File: src/rtl/pipe_hazard_ctrl.sv
// rtl/pipe_hazard_ctrl.sv - 5-stage pipeline hazard/forwarding controller; optional HAZ_PERF_CNT_EN perf counters
module pipe_hazard_ctrl #(
    parameter int AW       = 5,
    parameter int LOAD_LAT = 1,
    parameter int MEM_TO   = 16,
    parameter int CNT_W    = 32
) (
    input  logic             clk,
    input  logic             rst,
    input  logic [AW-1:0]    rs1_d,
    input  logic [AW-1:0]    rs2_d,
    input  logic [AW-1:0]    rs1_e,
    input  logic [AW-1:0]    rs2_e,
    input  logic [AW-1:0]    rd_e,
    input  logic             load_e,
    input  logic             pcsrc_e,
    input  logic [AW-1:0]    rd_m,
    input  logic             regwrite_m,
    input  logic             mem_req_m,
    input  logic             mem_ready_m,
    input  logic [AW-1:0]    rd_w,
    input  logic             regwrite_w,
    output logic [1:0]       fwd_a_e,
    output logic [1:0]       fwd_b_e,
    output logic             stall_f,
    output logic             stall_d,
    output logic             stall_e,
    output logic             stall_m,
    output logic             flush_d,
    output logic             flush_e,
    output logic             mem_err,
    output logic [1:0]       state_o,
    output logic [CNT_W-1:0] stall_cnt,
    output logic [CNT_W-1:0] flush_cnt
);

    localparam int LCW = 3;
    localparam int WCW = (MEM_TO < 2) ? 1 : $clog2(MEM_TO + 1);

    typedef enum logic [1:0] {
        ST_RUN    = 2'd0,
        ST_LSTALL = 2'd1,
        ST_MWAIT  = 2'd2
    } state_t;

    state_t         state_q, state_d;
    logic [LCW-1:0] lcnt_q, lcnt_d;
    logic [WCW-1:0] wcnt_q, wcnt_d;
    logic           mem_err_q, mem_err_d;

    logic luse, mwait, frozen;
    logic sf, sd, se, sm, fd, fe;

    assign luse   = load_e && (rd_e != '0) && ((rd_e == rs1_d) || (rd_e == rs2_d));
    assign mwait  = mem_req_m && !mem_ready_m;
    // A timed-out memory never releases the pipeline; only reset recovers it.
    assign frozen = mwait || mem_err_q;

    always_comb begin
        fwd_a_e = 2'b00;
        fwd_b_e = 2'b00;
        if (rst && (rs1_e != '0)) begin
            if (regwrite_m && (rd_m == rs1_e))      fwd_a_e = 2'b10;
            else if (regwrite_w && (rd_w == rs1_e)) fwd_a_e = 2'b01;
        end
        if (rst && (rs2_e != '0)) begin
            if (regwrite_m && (rd_m == rs2_e))      fwd_b_e = 2'b10;
            else if (regwrite_w && (rd_w == rs2_e)) fwd_b_e = 2'b01;
        end
    end

    always_comb begin
        state_d = state_q;
        lcnt_d  = lcnt_q;
        sf = 1'b0; sd = 1'b0; se = 1'b0; sm = 1'b0; fd = 1'b0; fe = 1'b0;
        case (state_q)
            ST_LSTALL: begin
                if (frozen) begin
                    sf = 1'b1; sd = 1'b1; se = 1'b1; sm = 1'b1;
                end else begin
                    sf = 1'b1; sd = 1'b1; fe = 1'b1;
                    lcnt_d = LCW'(lcnt_q - 3'd1);
                    if (lcnt_q <= 3'd1) state_d = ST_RUN;
                end
            end
            default: begin
                // MWAIT on its release cycle behaves exactly like RUN so deferred events are seen.
                if (frozen) begin
                    sf = 1'b1; sd = 1'b1; se = 1'b1; sm = 1'b1;
                    state_d = ST_MWAIT;
                end else begin
                    state_d = ST_RUN;
                    if (pcsrc_e) begin
                        fd = 1'b1; fe = 1'b1;
                    end else if (luse) begin
                        sf = 1'b1; sd = 1'b1; fe = 1'b1;
                        if (LOAD_LAT > 1) begin
                            state_d = ST_LSTALL;
                            lcnt_d  = LCW'(LOAD_LAT - 1);
                        end
                    end
                end
            end
        endcase
    end

    always_comb begin
        wcnt_d    = '0;
        mem_err_d = mem_err_q;
        if (mwait) begin
            wcnt_d = (wcnt_q == '1) ? wcnt_q : WCW'(wcnt_q + 1'b1);
            if ((MEM_TO != 0) && ((int'(wcnt_q) + 1) >= MEM_TO)) mem_err_d = 1'b1;
        end
    end

    always_ff @(posedge clk or negedge rst) begin
        if (!rst) begin
            state_q   <= ST_RUN;
            lcnt_q    <= '0;
            wcnt_q    <= '0;
            mem_err_q <= 1'b0;
        end else begin
            state_q   <= state_d;
            lcnt_q    <= lcnt_d;
            wcnt_q    <= wcnt_d;
            mem_err_q <= mem_err_d;
        end
    end

    assign stall_f = rst & sf;
    assign stall_d = rst & sd;
    assign stall_e = rst & se;
    assign stall_m = rst & sm;
    assign flush_d = rst & fd;
    assign flush_e = rst & fe;
    assign mem_err = mem_err_q;
    assign state_o = state_q;

`ifdef HAZ_PERF_CNT_EN
    logic [CNT_W-1:0] stall_cnt_q, stall_cnt_d;
    logic [CNT_W-1:0] flush_cnt_q, flush_cnt_d;

    always_comb begin
        stall_cnt_d = stall_cnt_q;
        flush_cnt_d = flush_cnt_q;
        if (stall_f && (stall_cnt_q != '1)) stall_cnt_d = stall_cnt_q + 1'b1;
        if (flush_d && (flush_cnt_q != '1)) flush_cnt_d = flush_cnt_q + 1'b1;
    end

    always_ff @(posedge clk or negedge rst) begin
        if (!rst) begin
            stall_cnt_q <= '0;
            flush_cnt_q <= '0;
        end else begin
            stall_cnt_q <= stall_cnt_d;
            flush_cnt_q <= flush_cnt_d;
        end
    end

    assign stall_cnt = stall_cnt_q;
    assign flush_cnt = flush_cnt_q;
`else
    assign stall_cnt = '0;
    assign flush_cnt = '0;
`endif

endmodule

File: config.mk
export PLATFORM = sky130hd
export DESIGN_NAME = pipe_hazard_ctrl
export DESIGN_NICKNAME = d
export VERILOG_FILES = /design/src/rtl/pipe_hazard_ctrl.sv
export SDC_FILE = /design/constraint.sdc
export NUM_CORES = 1
export LEC_CHECK = 0
export CAP_MARGIN = 30
export CORE_MARGIN = 3
export CORE_UTILIZATION = 33
export CTS_CLUSTER_DIAMETER = 120
export CTS_CLUSTER_SIZE = 16
export DETAILED_ROUTE_END_ITERATION = 8
export PLACE_DENSITY = 0.95
export RECOVER_POWER = 50
export SLEW_MARGIN = 5
export SYNTH_ARGS = -nofsm -noshare
export SYNTH_HDL_FRONTEND = slang
export SYNTH_SLANG_ARGS = --single-unit
File: constraint.sdc
create_clock -name clk -period 3.3 [get_ports clk]
set_input_delay 0.66 -clock clk [delete_from_list [all_inputs] [get_ports clk]]
set_output_delay 0.66 -clock clk [all_outputs]
set_load 0.005 [all_outputs]
==> results.py <==
metrics = {
    "synthesis": {
        "postSynthRegisterBits": 7,
        "post_synth_inst_count": 156,
        "syn-mean-instance-area_um2": 8.15,
        "synth_edf_count": 0,
        "synth_cell_type_count": 25,
        "synth.cells.most_frequent": "buf_4, xor2_1, nor2_1, dfrtp_1, xnor2_1",
        "top_cells_by_area_in_the_synthesized_netlist": "buf_4, xor2_1, dfrtp_1, xnor2_1, nor2_1",
        "synthMostInstantiatedCell": "buf_4",
        "most_instantiated_flip_flop_cell_in_the_synthesis_netlist": "dfrtp_1",
        "postSynth.asyncResetShare_pct": 100,
        "syn-cell-area_mm2": 0.00127,
        "netlist.area_leader.share_pct": 39.6,
        "yosysWarnings": 0,
        "synth_largest_area_cell": "buf_4",
        "synth.yosys.seq_area_share_pct": 13.8,
    },
    "worst_setup_path": {
        "cp.required_ns": 2.64,
        "worst_setup_path_start_kind": "input port",
        "rrSetupSlack_ns": 1.78,
        "cp-end-kind": "primary output",
        "path_max_fanout": 3,
        "timing.setup.critical_path_class": "input port to primary output",
        "worstPathArrival_ns": 2.53,
    },
    "drt": {
        "totalWireLength_um": 3040,
        "wire_per_inst_um": 11.7,
        "first_pass_iters": 4,
        "final_antenna_violating_net_count": 0,
        "vias_after_detailed_routing": 1010,
        "detailedRoute.firstIterationViolations": 7,
        "drc": 0,
        "detail_route.vias_per_cell": 3.90,
    },
    "floorplanning": {
        "core.rowCount": 21,
        "core_area_mm2": 0.00352,
        "pin_count": 120,
        "die_h_um": 68.1,
        "die-area_mm2": 0.00463,
        "start_util_pct": 36.1,
        "die_width_um": 68.1,
    },
    "place": {
        "routability_congestion": 0.838,
        "post-dp-hpwl_um": 2720,
        "io_buffers": 54,
        "dpl_cell_area_mm2": 0.00162,
    },
    "finish": {
        "area_occupied_by_multi_input_gates_um2": 837,
        "number_of_antenna_cells_inserted": 0,
        "layout.cell_area.non_filler_mm2": 0.00169,
        "finish.net_count": 259,
        "layout-drive-gt1-share_pct": 4.69,
        "filler_cell_count": 325,
        "seq_area_um2": 175,
        "layout-area-overhead-vs-synth_pct": 32.8,
    },
    "clocking": {
        "clk_latency_ns": 0.23,
        "cts_setup_buffers": 0,
        "clk_root_buffer_cell": "clkbuf_8",
        "cts_tree": "yes",
        "cts-htree-levels": 1,
        "ctsLongestPathBuffers": 2,
        "clock_slew_at_reported_path_ffs_ns": 0.04,
        "clock-sinks": 7,
        "cts-hold-fix-buffers": 0,
        "cts_buffers": 3,
    },
    "power": {
        "fin_total_pwr_mw": 0.366,
        "pwr_density_cell_mw_per_mm2": 217,
        "p_leak_nw": 0.814,
        "vdd.ir_drop.worst_mv": 0.126,
    },
    "sta": {
        "timing.clock.skew_ns": 0.00157,
        "finalSetupViolCount": 0,
        "fmax_ghz": 0.313,
        "final-hold-violation-count": 0,
        "drv_slew": 0,
        "final.period_utilization_pct": 96.7,
        "fin_setup_tns_ns": 0,
        "final_period_minus_worst_setup_slack_ns": 3.19,
    },
    "status": {
        "outcome": "complete, no violations",
    },
    "global_route": {
        "overflow": 0,
        "first_pass_grt_wire_length_um": 4230,
        "grt_use_total_pct": 12.4,
        "first_global_vias": 930,
        "grt_start_max_net_pins": 12,
        "grt_antenna_before_repair": 0,
    },
    "worst_hold_path": {
        "hp-class": "register to register",
    },
    "job": {
        "drv_cap": 0,
    },
}
-- state kept, by name, indices dropped and copies added (netlist names) --
name / flops
wcnt_q: 5
state_o: 1
mem_err: 1
-- path summary, 6_finish.rpt --
check	start	to	depth (start not counted)
max in group asynchronous	rst	wcnt_q[0]	2
worst min-delay path	mem_err	mem_err	1
worst max register to register	wcnt_q[0]	wcnt_q[2]	6
worst min register to register	mem_err	mem_err	1
min in group asynchronous	rst	wcnt_q[3]	2
worst max-delay path	rd_e[0]	stall_f	6
-- worst max-delay path: stages --
cell             delay (ns)
clkdlybuf4s50_1        0.48
xor2_1                 0.20
nor3_2                 0.15
a22oi_1                0.12
o41ai_2                0.35
clkdlybuf4s50_1        0.57
-- metal layers --
metal	wire length [µm]	part of all wire, %	GRT usage, %	vias to the layer above
met1	1070	35	13.8	463
met2	1700	56	21.9	50
met3	201	6.6	2.30	4
li1	-	-	-	493
met5	0	0	0	-
met4	68	2.2	6.95	0
-- what timing repair did --
| action | 4_1_cts | 5_1_grt |
|---|---|---|
| endpoints found under the setup margin | 2 | 2 |
| resized for setup | 1 | 3 |
| cloned | 0 | 0 |
-- layout by cell type (no fill, tap or decap) --
cell type and n:
a22oi_1 1, a31oi_1 1, and2b_1 1, and3_1 2, buf_4 2, clkbuf_1 1
clkbuf_8 3, clkdlybuf4s50_1 52, conb_1 65, dfrtp_1 7, dlygate4sd3_1 1, dlymetal6s2s_1 1
ha_1 2, inv_1 4, mux2i_1 2, nand2_1 1, nand2b_1 1, nand3_1 5
nor2_1 9, nor2b_1 2, nor3_2 2, nor3b_1 2, nor4_1 3, nor4_2 1
o21ai_0 2, o21ai_1 1, o21bai_1 1, o41ai_2 2, or4_1 3, xnor2_1 6
xor2_1 27
-- layout make-up --
class	count	share of cell area (%)
Clock buffer	4	2.67
Inverter	4	0.890
Multi-Input combinational cell	142	49.6
Sequential cell	7	10.4
Tap cell	46	3.41
Timing Repair Buffer	56	33.1
-- through the flow --
stage / util, % / std cells / hold WS [ns] / worst slack [ns]
CTS: 47.5 / 259 / 0.530 / 0.0962
detailed placement: 46.1 / 255 / 0.522 / 0.00198
global route: 47.9 / 259 / 0.547 / -0.0188
finish: 47.9 / 259 / 0.528 / 0.107
floorplan: - / 220 / 0.364 / 0.943
global placement: 46.1 / 255 / 0.485 / -0.00496
-- kinds of logic after synthesis --
| group | Yosys count | synth area share, % |
|---|---|---|
| buf+inv | 71 | 40.7 |
| xor+xnor | 33 | 22.7 |
| simple gates | 32 | 14.7 |
| compound gates | 8 | 4.23 |
| flops | 7 | 13.8 |
| fa+ha+maj | 2 | 1.97 |
| mux | 2 | 1.57 |
| other cells | 1 | 0.295 |
-- report_power, final --
part | internal [mW] | switching [mW] | total, mW
combinational | 0.0825 | 0.0713 | 0.154
sequential | 0.0894 | 0.00194 | 0.0914
clock | 0.0836 | 0.0371 | 0.121
Note: power is estimated with default switching activity, not from simulation.
